==> src/rtl/ifetch_queue_if.sv <==
// ifetch_queue_if: bundle of every non-clock/reset signal of the fetch stage.
//   slave  modport: the fetch stage itself (ifetch_queue)
//   master modport: its environment (ROB, ICache, branch predictor, decoder)
// Signals:
//   rdy, jump_wrong, jump_pc_from_rob      global enable and ROB redirect
//   icache_enable, pc_to_fetch              fetch request to ICache
//   instr_fetched, icache_success           ICache response
//   instr_to_predictor, instr_pc_to_predictor, is_jump_instr,
//   jump_prediction, jump_pc_from_predictor branch predictor lookup
//   stall_IF, IF_success, instr_to_decode,
//   pc_to_decoder, pred_taken_to_decoder    queue head to decoder
interface ifetch_queue_if #(
  parameter int ADDR_W  = 32,
  parameter int INSTR_W = 32
) ();
  logic               rdy;
  logic               jump_wrong;
  logic [ADDR_W-1:0]  jump_pc_from_rob;
  logic               icache_enable;
  logic [ADDR_W-1:0]  pc_to_fetch;
  logic [INSTR_W-1:0] instr_fetched;
  logic               icache_success;
  logic [INSTR_W-1:0] instr_to_predictor;
  logic [ADDR_W-1:0]  instr_pc_to_predictor;
  logic               is_jump_instr;
  logic               jump_prediction;
  logic [ADDR_W-1:0]  jump_pc_from_predictor;
  logic               stall_IF;
  logic               IF_success;
  logic [INSTR_W-1:0] instr_to_decode;
  logic [ADDR_W-1:0]  pc_to_decoder;
  logic               pred_taken_to_decoder;

  modport slave (
    input  rdy, jump_wrong, jump_pc_from_rob, instr_fetched, icache_success,
           is_jump_instr, jump_prediction, jump_pc_from_predictor, stall_IF,
    output icache_enable, pc_to_fetch, instr_to_predictor, instr_pc_to_predictor,
           IF_success, instr_to_decode, pc_to_decoder, pred_taken_to_decoder
  );

  modport master (
    output rdy, jump_wrong, jump_pc_from_rob, instr_fetched, icache_success,
           is_jump_instr, jump_prediction, jump_pc_from_predictor, stall_IF,
    input  icache_enable, pc_to_fetch, instr_to_predictor, instr_pc_to_predictor,
           IF_success, instr_to_decode, pc_to_decoder, pred_taken_to_decoder
  );
endinterface

==> src/rtl/ifetch_queue.sv <==
// ifetch_queue: instruction fetch stage with a decoupling instruction queue.
// Keeps one ICache request in flight, steers the next PC from the branch
// predictor on every response and buffers {instr, pc, taken} entries in a
// QUEUE_DEPTH-entry FIFO read by the decoder. A ROB mispredict (jump_wrong)
// flushes the queue and discards any stale in-flight response.
// Ports:
//   clk  single clock, all state on posedge
//   rst  synchronous active-high reset
//   bus  ifetch_queue_if.slave (ICache, predictor, decoder and ROB signals)
// Optional feature: define IFQ_BYPASS_EN to forward a response straight to
// the decoder in the acknowledge cycle when the queue is empty.
module ifetch_queue #(
  parameter int              ADDR_W      = 32,
  parameter int              INSTR_W     = 32,
  parameter int              QUEUE_DEPTH = 4,
  parameter logic [ADDR_W-1:0] RESET_PC  = '0
) (
  input logic           clk,
  input logic           rst,
  ifetch_queue_if.slave bus
);

  localparam int PTR_W = (QUEUE_DEPTH > 1) ? $clog2(QUEUE_DEPTH) : 1;
  localparam int CNT_W = PTR_W + 1;

  typedef enum logic [1:0] {S_IDLE, S_BUSY, S_DROP} state_e;

  state_e             state_q, state_d;
  logic [ADDR_W-1:0]  pc_q, pc_d;
  logic [ADDR_W-1:0]  req_pc_q, req_pc_d;
  logic               req_en_q, req_en_d;
  logic [CNT_W-1:0]   count_q, count_d;
  logic [PTR_W-1:0]   head_q, head_d;
  logic [PTR_W-1:0]   tail_q, tail_d;

  logic [INSTR_W-1:0]   instr_mem_q [QUEUE_DEPTH];
  logic [ADDR_W-1:0]    pc_mem_q    [QUEUE_DEPTH];
  logic [QUEUE_DEPTH-1:0] taken_mem_q;

  logic               flush;
  logic               taken;
  logic [ADDR_W-1:0]  next_pc;
  logic               resp_ok;
  logic               bypass;
  logic               queue_valid;
  logic               push;
  logic               pop;
  logic [CNT_W-1:0]   count_after;
  logic               room_after;

  // Event decode: everything here is qualified by rdy, so a frozen cycle
  // produces no push, pop or flush.
  assign flush       = bus.rdy & bus.jump_wrong;
  assign taken       = bus.is_jump_instr & bus.jump_prediction;
  assign next_pc     = taken ? bus.jump_pc_from_predictor : pc_q + ADDR_W'(4);
  assign resp_ok     = bus.rdy & bus.icache_success & (state_q == S_BUSY) & ~bus.jump_wrong;
`ifdef IFQ_BYPASS_EN
  assign bypass      = resp_ok & (count_q == '0) & ~bus.stall_IF;
`else
  assign bypass      = 1'b0;
`endif
  assign queue_valid = bus.rdy & ~bus.jump_wrong & (count_q != '0);
  assign push        = resp_ok & ~bypass;
  assign pop         = queue_valid & ~bus.stall_IF;
  assign count_after = count_q + CNT_W'(push) - CNT_W'(pop);
  // Using the post-pop count in IDLE lets a request issue in the cycle
  // right after the pop that frees a slot.
  assign room_after  = count_after < CNT_W'(QUEUE_DEPTH);

  // State register
  always_ff @(posedge clk) begin
    if (rst) begin
      state_q  <= S_IDLE;
      pc_q     <= RESET_PC;
      req_pc_q <= RESET_PC;
      req_en_q <= 1'b0;
      count_q  <= '0;
      head_q   <= '0;
      tail_q   <= '0;
    end else begin
      state_q  <= state_d;
      pc_q     <= pc_d;
      req_pc_q <= req_pc_d;
      req_en_q <= req_en_d;
      count_q  <= count_d;
      head_q   <= head_d;
      tail_q   <= tail_d;
    end
  end

  // Queue storage carries no reset; only valid entries are ever read.
  always_ff @(posedge clk) begin
    if (push) begin
      instr_mem_q[tail_q] <= bus.instr_fetched;
      pc_mem_q[tail_q]    <= pc_q;
      taken_mem_q[tail_q] <= taken;
    end
  end

  // Next-state: request FSM and fetch PC
  always_comb begin
    state_d  = state_q;
    pc_d     = pc_q;
    req_pc_d = req_pc_q;
    req_en_d = req_en_q;
    if (bus.rdy) begin
      if (bus.jump_wrong) begin
        pc_d = bus.jump_pc_from_rob;
        unique case (state_q)
          S_IDLE: begin
            state_d  = S_BUSY;
            req_en_d = 1'b1;
            req_pc_d = bus.jump_pc_from_rob;
          end
          S_BUSY: begin
            if (bus.icache_success) begin
              req_en_d = 1'b1;
              req_pc_d = bus.jump_pc_from_rob;
            end else begin
              // Old request stays on the bus until the ICache acknowledges it.
              state_d = S_DROP;
            end
          end
          default: ;
        endcase
      end else begin
        unique case (state_q)
          S_IDLE: begin
            if (room_after) begin
              state_d  = S_BUSY;
              req_en_d = 1'b1;
              req_pc_d = pc_q;
            end
          end
          S_BUSY: begin
            if (bus.icache_success) begin
              pc_d = next_pc;
              if (room_after) begin
                req_pc_d = next_pc;
              end else begin
                req_en_d = 1'b0;
                state_d  = S_IDLE;
              end
            end
          end
          default: begin
            if (bus.icache_success) begin
              state_d  = S_BUSY;
              req_en_d = 1'b1;
              req_pc_d = pc_q;
            end
          end
        endcase
      end
    end
  end

  // Next-state: queue pointers and occupancy
  always_comb begin
    count_d = count_q;
    head_d  = head_q;
    tail_d  = tail_q;
    if (flush) begin
      count_d = '0;
      head_d  = '0;
      tail_d  = '0;
    end else begin
      count_d = count_after;
      if (pop)  head_d = head_q + PTR_W'(1);
      if (push) tail_d = tail_q + PTR_W'(1);
    end
  end

  // Outputs
  always_comb begin
    bus.icache_enable         = req_en_q;
    bus.pc_to_fetch           = req_pc_q;
    bus.instr_to_predictor    = bus.instr_fetched;
    bus.instr_pc_to_predictor = req_pc_q;
    bus.IF_success            = queue_valid | bypass;
    if (bypass) begin
      bus.instr_to_decode       = bus.instr_fetched;
      bus.pc_to_decoder         = pc_q;
      bus.pred_taken_to_decoder = taken;
    end else begin
      bus.instr_to_decode       = instr_mem_q[head_q];
      bus.pc_to_decoder         = pc_mem_q[head_q];
      bus.pred_taken_to_decoder = taken_mem_q[head_q];
    end
  end

endmodule

==> src/flat_wrapper.sv <==
// flat-port wrapper written by rule: the top's interface ports become plain ports
module ifetch_queue_flat 
#(
  parameter int              ADDR_W      = 32,
  parameter int              INSTR_W     = 32,
  parameter int              QUEUE_DEPTH = 4,
  parameter logic [ADDR_W-1:0] RESET_PC  = '0
)
  (clk, rst, bus_rdy, bus_jump_wrong, bus_jump_pc_from_rob, bus_instr_fetched, bus_icache_success, bus_is_jump_instr, bus_jump_prediction, bus_jump_pc_from_predictor, bus_stall_IF, bus_icache_enable, bus_pc_to_fetch, bus_instr_to_predictor, bus_instr_pc_to_predictor, bus_IF_success, bus_instr_to_decode, bus_pc_to_decoder, bus_pred_taken_to_decoder);
  ifetch_queue_if #(.ADDR_W(ADDR_W), .INSTR_W(INSTR_W)) bus_i ();
  input logic clk;
  input logic rst;
  input wire logic [$bits(bus_i.rdy)-1:0] bus_rdy;
  input wire logic [$bits(bus_i.jump_wrong)-1:0] bus_jump_wrong;
  input wire logic [$bits(bus_i.jump_pc_from_rob)-1:0] bus_jump_pc_from_rob;
  input wire logic [$bits(bus_i.instr_fetched)-1:0] bus_instr_fetched;
  input wire logic [$bits(bus_i.icache_success)-1:0] bus_icache_success;
  input wire logic [$bits(bus_i.is_jump_instr)-1:0] bus_is_jump_instr;
  input wire logic [$bits(bus_i.jump_prediction)-1:0] bus_jump_prediction;
  input wire logic [$bits(bus_i.jump_pc_from_predictor)-1:0] bus_jump_pc_from_predictor;
  input wire logic [$bits(bus_i.stall_IF)-1:0] bus_stall_IF;
  output wire logic [$bits(bus_i.icache_enable)-1:0] bus_icache_enable;
  output wire logic [$bits(bus_i.pc_to_fetch)-1:0] bus_pc_to_fetch;
  output wire logic [$bits(bus_i.instr_to_predictor)-1:0] bus_instr_to_predictor;
  output wire logic [$bits(bus_i.instr_pc_to_predictor)-1:0] bus_instr_pc_to_predictor;
  output wire logic [$bits(bus_i.IF_success)-1:0] bus_IF_success;
  output wire logic [$bits(bus_i.instr_to_decode)-1:0] bus_instr_to_decode;
  output wire logic [$bits(bus_i.pc_to_decoder)-1:0] bus_pc_to_decoder;
  output wire logic [$bits(bus_i.pred_taken_to_decoder)-1:0] bus_pred_taken_to_decoder;
  assign bus_i.rdy = bus_rdy;
  assign bus_i.jump_wrong = bus_jump_wrong;
  assign bus_i.jump_pc_from_rob = bus_jump_pc_from_rob;
  assign bus_i.instr_fetched = bus_instr_fetched;
  assign bus_i.icache_success = bus_icache_success;
  assign bus_i.is_jump_instr = bus_is_jump_instr;
  assign bus_i.jump_prediction = bus_jump_prediction;
  assign bus_i.jump_pc_from_predictor = bus_jump_pc_from_predictor;
  assign bus_i.stall_IF = bus_stall_IF;
  assign bus_icache_enable = bus_i.icache_enable;
  assign bus_pc_to_fetch = bus_i.pc_to_fetch;
  assign bus_instr_to_predictor = bus_i.instr_to_predictor;
  assign bus_instr_pc_to_predictor = bus_i.instr_pc_to_predictor;
  assign bus_IF_success = bus_i.IF_success;
  assign bus_instr_to_decode = bus_i.instr_to_decode;
  assign bus_pc_to_decoder = bus_i.pc_to_decoder;
  assign bus_pred_taken_to_decoder = bus_i.pred_taken_to_decoder;
  ifetch_queue #(.ADDR_W(ADDR_W), .INSTR_W(INSTR_W), .QUEUE_DEPTH(QUEUE_DEPTH), .RESET_PC(RESET_PC)) u_core (.clk(clk), .rst(rst), .bus(bus_i));
endmodule
==> config.mk <==
export PLATFORM = sky130hd
export DESIGN_NAME = ifetch_queue_flat
export DESIGN_NICKNAME = d
export VERILOG_FILES = /design/src/rtl/ifetch_queue_if.sv /design/src/rtl/ifetch_queue.sv /design/src/flat_wrapper.sv
export SDC_FILE = /design/constraint.sdc
export NUM_CORES = 1
export LEC_CHECK = 0
export ABC_CLOCK_PERIOD_IN_PS = 9000
export CAP_MARGIN = 20
export CORE_ASPECT_RATIO = 0.9
export CORE_MARGIN = 10
export CORE_UTILIZATION = 55
export DETAILED_ROUTE_END_ITERATION = 10
export GPL_ROUTABILITY_DRIVEN = 0
export PLACE_DENSITY_LB_ADDON = 0.2
export SYNTH_ARGS = -nofsm -noshare
export SYNTH_HDL_FRONTEND = slang
export SYNTH_SLANG_ARGS = --single-unit
==> constraint.sdc <==
create_clock -name clk -period 9 [get_ports clk]
set_input_delay 1.35 -clock clk [delete_from_list [all_inputs] [get_ports clk]]
set_output_delay 1.35 -clock clk [all_outputs]
set_load 0.005 [all_outputs]
Word level (Yosys, flattened, before mapping):

Memories as Yosys holds them, arrays and structs flattened. A register that Yosys moved wholly into a read port is not among the register bits.
Cells that the tools add are included.

* register bits after elaboration: 78
* RAM bits: 256
* input port bits: 104
* output and inout port bits: 163
* logic and storage cells: 86
* memories kept: 2

* $add $sub $neg: 5
* $lt $le $gt $ge: 4
* equal/unequal tests: 8
* muxes and demuxes: 38
* bitwise logic cells: 10
* reduce and logical (&&, ||, !) cells: 11

Memory list
* u_core.instr_mem_q: words 4, width 32, read ports 1, clocked after Yosys merged registers in 1, wr ports 1, RTL line ifetch_queue.sv:36 `logic [INSTR_W-1:0] instr_mem_q [QUEUE_DEPTH];`
* u_core.pc_mem_q: words 4, width 32, read ports 1, clocked after Yosys merged registers in 1, wr ports 1, RTL line ifetch_queue.sv:37 `logic [ADDR_W-1:0] pc_mem_q [QUEUE_DEPTH];`

Operators by type and width (count)
* two-way mux 32 bit: 10
* one-hot mux 32 bit (2 select lines): 2
* adder 32 x 3 -> 32 bit (second input constant): 1
* two-way mux 2 bit: 10
* two-way mux 1 bit: 9
* inequality test 3 bit (second input constant): 3
* AND 1 bit: 8
* one-hot mux 2 bit (2 select lines): 2
* AND reduction 7 bit: 1
* < comparator 2 x 3 -> 1 bit (second input constant): 2
* inequality test 3 x 2 -> 1 bit (second input constant): 2
* AND reduction 6 bit: 1
* nonzero test 3 bit: 2
* AND reduction 5 bit: 1
* adder 2 x 1 -> 2 bit (second input constant): 2
* bitwise mux 4 bit: 1
* one-hot mux 1 bit (2 select lines): 2
* nonzero test 2 bit: 2
* adder 3 x 1 -> 3 bit: 1
* < comparator 3 bit (second input constant): 1
* inequality test 3 x 1 -> 1 bit (second input constant): 1
* AND reduction 3 bit: 1
* subtractor 3 x 1 -> 3 bit: 1
* binary-select mux 1 bit (select 2 bit): 1
* other kinds (8): 9

Longest topological paths before layout:

* depth after elaboration: 10
* gate-level depth with buffers: 13
* mapped depth without buffers: 11

Worst setup path after synthesis:

Ideal clock, no wire load.

* path type: input-to-reg
* from: input port bus_jump_wrong
* to: register u_core.req_pc_q[15] (netlist: u_core.bus.instr_pc_to_predictor[15])
* library setup time: 0.119 ns
* arrival: 4.237 ns
* required time: 8.881 ns
* path slack: 4.645 ns
* cell stages on the path: 13
* path buffers: 3
* path through: clkbuf_1 > buf_1 > nor4_1 > ha_1 > inv_1 > ha_1 > fa_1 > xor3_1 > nor3_2 > nor3_2 > buf_2 > o211ai_1 > o221a_1

* cells in the longest elaborated chain, start to end: 8
* elaborated cells on any way between the ends: 14
* classes of those cells: add/sub (2); order compare (1); eq/ne (3); mux (1); bitwise (5); reduce/logical (2)

Ends and longest elaborated chain
* start: declaration: RTL line flat_wrapper.sv:14 `input wire logic [$bits(bus_i.jump_wrong)-1:0] bus_jump_wrong;`
* inverter 1 bit (*): RTL line ifetch_queue.sv:62 `assign queue_valid = bus.rdy & ~bus.jump_wrong & (count_q != '0);`
* AND 1 bit (*) (2 in series): RTL line ifetch_queue.sv:62
* AND 1 bit (*): RTL line ifetch_queue.sv:64 `assign pop = queue_valid & ~bus.stall_IF;`
* net u_core.pop: RTL line ifetch_queue.sv:47 `logic pop;`
* subtractor 3 x 1 -> 3 bit (*): RTL line ifetch_queue.sv:65 `assign count_after = count_q + CNT_W'(push) - CNT_W'(pop);`
* < comparator 3 bit (*): RTL line ifetch_queue.sv:68 `assign room_after = count_after < CNT_W'(QUEUE_DEPTH);`
* inequality test 3 x 2 -> 1 bit (no line)
* AND reduction 6 bit (no line) (*)
* end signal: assignment: RTL line ifetch_queue.sv:83 `req_pc_q <= req_pc_d;`
* end: declaration: RTL line ifetch_queue.sv:30 `logic [ADDR_W-1:0] req_pc_q, req_pc_d;`

The timed path passes the listed nets; every way through them passes the cells marked *.
A chain may end at the register's enable or synchronous reset.

Worst setup path in the final report:

* from: input port bus_rdy
* to: register u_core.req_pc_q[27] (netlist: u_core.bus.instr_pc_to_predictor[27])

* elaborated cells on any way between the ends: 12
* classes of those cells: add/sub (2); order compare (1); eq/ne (2); bitwise (6); reduce/logical (1)

RTL lines
* start: declaration: RTL line flat_wrapper.sv:13 `input wire logic [$bits(bus_i.rdy)-1:0] bus_rdy;`
* AND 1 bit (*) (2 in series): RTL line ifetch_queue.sv:62
* AND 1 bit (*): RTL line ifetch_queue.sv:64
* net u_core.pop: RTL line ifetch_queue.sv:47
* subtractor 3 x 1 -> 3 bit (*): RTL line ifetch_queue.sv:65
* < comparator 3 bit (*): RTL line ifetch_queue.sv:68
* inequality test 3 x 2 -> 1 bit (no line)
* AND reduction 6 bit (no line) (*)

Marks and branches as above.

==> metrics.txt <==
register area 9336 µm²; Post-Synth XOR/XNOR Area 0.008524; mux contribution to synthesized area 0.1064; Clk pwr share 0.434; crit-path cells clkdlybuf4s50_1, inv_1, nor4_1, ha_1, inv_1, ha_1, fa_1, xor3_1, nor3_2, or3_1, a21oi_1, a311oi_2; Cell Pwr Density 193.5 nW/µm²; fraction of layout cells with a size suffix above 1 0.1208; H-tree depth 2; run status finished clean; CTS buffer count 36; worst vdd ir 101.8 µV; Post-CTS Hold Fix Bufs 0; DIE HEIGHT 177.3 µm; Ys Warns 0; max frequency 0.2051 GHz; Internal Power 2.856 mW; Commonest cells post-synth edfxtp_1, dfxtp_1, nand2_1, buf_4, nor2_1; first-pass GRT wire length 62070 µm; Avg WL per Cell 24.04 µm; Hold WC Path Type flip-flop to flip-flop; Syn Nets 1231; Worst EP arrival 5.30 ns; largest net degree at the start of global routing 66; Startpoint Class input port; Static Leak 6.097 nW; final slew viol count 0; Initial Utilization 0.5593; final instance area 18850 µm²; asr flop ratio synth 0; Sequential Power Share 0.480; PnR worst setup slack 4.124 ns; # DRC 0; CP max-delay cell or3_1; Vias per Instance 6.261; switching pwr 791.8 µW; Core ar. 27030 µm²; post-DP HPWL 26060 µm; max-cap check violation count 0; minimum clock period 4.876 ns; post-route non-filler standard cell count 1682; Synth-to-Final Area Change 24.70%; area share of fa/ha/maj cells after synthesis 0.007117; post-synthesis compound-gate area fraction 0.1103; pre-CTS setup slack 3.713 ns; Slew HR 0.3046; drt pass-1 iters 6; Synth area leaders edfxtp_1, dfxtp_1, mux4_2; syn_area_per_cell 13.51 µm²; fin crit share 0.5418; fin nets 1409; WP buf/inv 3; dominant synthesized flop cell edfxtp_1; Worst Max-Slew Pin Slew 1.043 ns; Net Sw Frac 0.2171; register area share after synthesis 0.6171; row count 57; post-CTS resize count 0; largest area contributor in the netlist edfxtp_1; Tot GR Track Use 0.2274; area of the multi-input gates 4925 µm²; total negative slack 0 ns; vias in the first global route 10.43k; Mapped Cells 1119; die area 34530 µm²; # fillers 1888; crit end category flip-flop; TritonCTS clock tree built; Tot Pwr 3.648 mW; via count 10.53k; critical path fanouts, max 22; top cell family by delay on the critical path simple AND/OR/NAND/NOR gates; clock sinks 336; Logic pwr share 0.086; Final Hold Fails 0; clock-pin slew on the worst setup and hold paths 0.06 ns; Final Skew 0.01211 ns; Clock Path Buffers 3; initial antenna violation count 3; Setup-failing EPs final 0; simple-gate share of the synthesized area 0.09211; root buffer cell clkbuf_16; Placed Cells 1613; IO Port Bufs 266; share of the synthesized area in the top cell type 0.5164; post-route antenna net violation count 0; count leader, synth edfxtp_1; Worst Path Required 9.42 ns; Crit Path Class input port to flip-flop; Post-synth EDFFs 260; largest family of logic cells by synthesized area compound AO/OA/AOI/OAI gates; hold_ws 0.4807 ns; Cell Area, Placed 17560 µm²; Yosys cell types 75; RSZ-0062 raised after global routing false; # IOs 267; clock latency on the worst-skew pair 0.51 ns; Synth Cell Area 15120 µm²; GRT overflow 0; Synth Register Bits 336; max incr delay on CP 0.82 ns; Die X 194.8 µm; final core occ 0.6975; Initial DRC Count 1024; routed wire length 40440 µm; Setup Buffers After CTS 0
-- state kept, by name, indices dropped and copies added (netlist names), named ones only --
register and count:
u_core.taken_mem_q 4, u_core.instr_mem_q 128, u_core.bus.instr_pc_to_predictor 32, u_core.head_q 2
u_core.pc_q 32, u_core.count_q 3, u_core.pc_mem_q 128, u_core.tail_q 2
u_core.state_q 2, u_core.bus.icache_enable 1
-- worst register-to-register path, cell delays in order (launching register included) --
cell      delay [ns]
dfxtp_1         0.36
nor3_1          0.09
nor4_1          0.45
ha_1            0.23
inv_1           0.04
ha_1            0.19
fa_1            0.37
xor3_1          0.29
nor3_2          0.36
or3_1           0.82
a21oi_1         0.11
a311oi_2        0.29
-- cell usage in the layout, fill, tap and decap left out, types with 14 or more instances in the layout --
cell | Yosys | layout
clkdlybuf4s50_1 | 0 | 264
edfxtp_1 | 260 | 260
dfxtp_1 | 76 | 74
nand2_1 | 73 | 73
nor2_1 | 67 | 67
mux4_2 | 65 | 65
a21oi_1 | 56 | 56
o21ai_0 | 38 | 38
clkbuf_16 | 0 | 37
nand3_1 | 23 | 23
inv_1 | 22 | 22
a211oi_1 | 21 | 21
nor3_1 | 18 | 18
nand4_1 | 17 | 17
nor4_1 | 17 | 17
buf_4 | 67 | 15
a311oi_1 | 14 | 14
a31oi_1 | 14 | 14
-- power groups by stage --
stage,registers (mW),logic [mW],clock network [mW]
2_1_floorplan,1.76,0.168,0
3_3_place_gp,1.78,0.306,0
3_5_place_dp,1.78,0.310,0
4_1_cts,1.75,0.313,1.61
5_1_grt,1.75,0.339,1.67
6_report,1.75,0.314,1.58
-- routing by layer --
metal / share of wire / track usage / vias to the layer above
met5: 0 / 0 / -
met1: 0.41 / 0.2976 / 5206
met4: 0.022 / 0.06389 / 0
met2: 0.47 / 0.3632 / 584
li1: - / - / 4679
met3: 0.10 / 0.06799 / 62
-- cells by family after synthesis --
kind of cell,Yosys count
AO/OA/AOI/OAI,244
XOR/XNOR,13
adder cells (fa/ha/maj),8
buffers and inverters,165
flip-flops,336
multiplexers,79
AND/OR/NAND/NOR,274
-- area by class of cell --
| type | count | area share |
|---|---|---|
| inverter | 24 | 0.004778 |
| clock buffer | 41 | 0.05044 |
| tap | 354 | 0.02349 |
| sequential | 336 | 0.4952 |
| antenna | 3 | 0.0003982 |
| timing repair buffer | 281 | 0.1467 |
| multi-input combinational | 618 | 0.2612 |
| clock inverter | 25 | 0.01779 |
-- path summary, 6_finish.rpt --
| check | startpoint | to | slack, ns | cells past startpoint |
|---|---|---|---|---|
| hold / removal | u_core.bus.icache_enable$_SDFFE_PP0P_ | u_core.bus.icache_enable$_SDFFE_PP0P_ | 0.48 | 1 |
| hold reg to reg | u_core.bus.icache_enable$_SDFFE_PP0P_ | u_core.bus.icache_enable$_SDFFE_PP0P_ | 0.48 | 1 |
| setup / recovery | bus_rdy | u_core.bus.instr_pc_to_predictor[27]$_SDFFE_PP0P_ | 4.12 | 12 |
| setup reg to reg | u_core.count_q[1]$_SDFF_PP0_ | u_core.bus.instr_pc_to_predictor[27]$_SDFFE_PP0P_ | 5.32 | 11 |
Note: power is estimated with default switching activity, not from simulation.
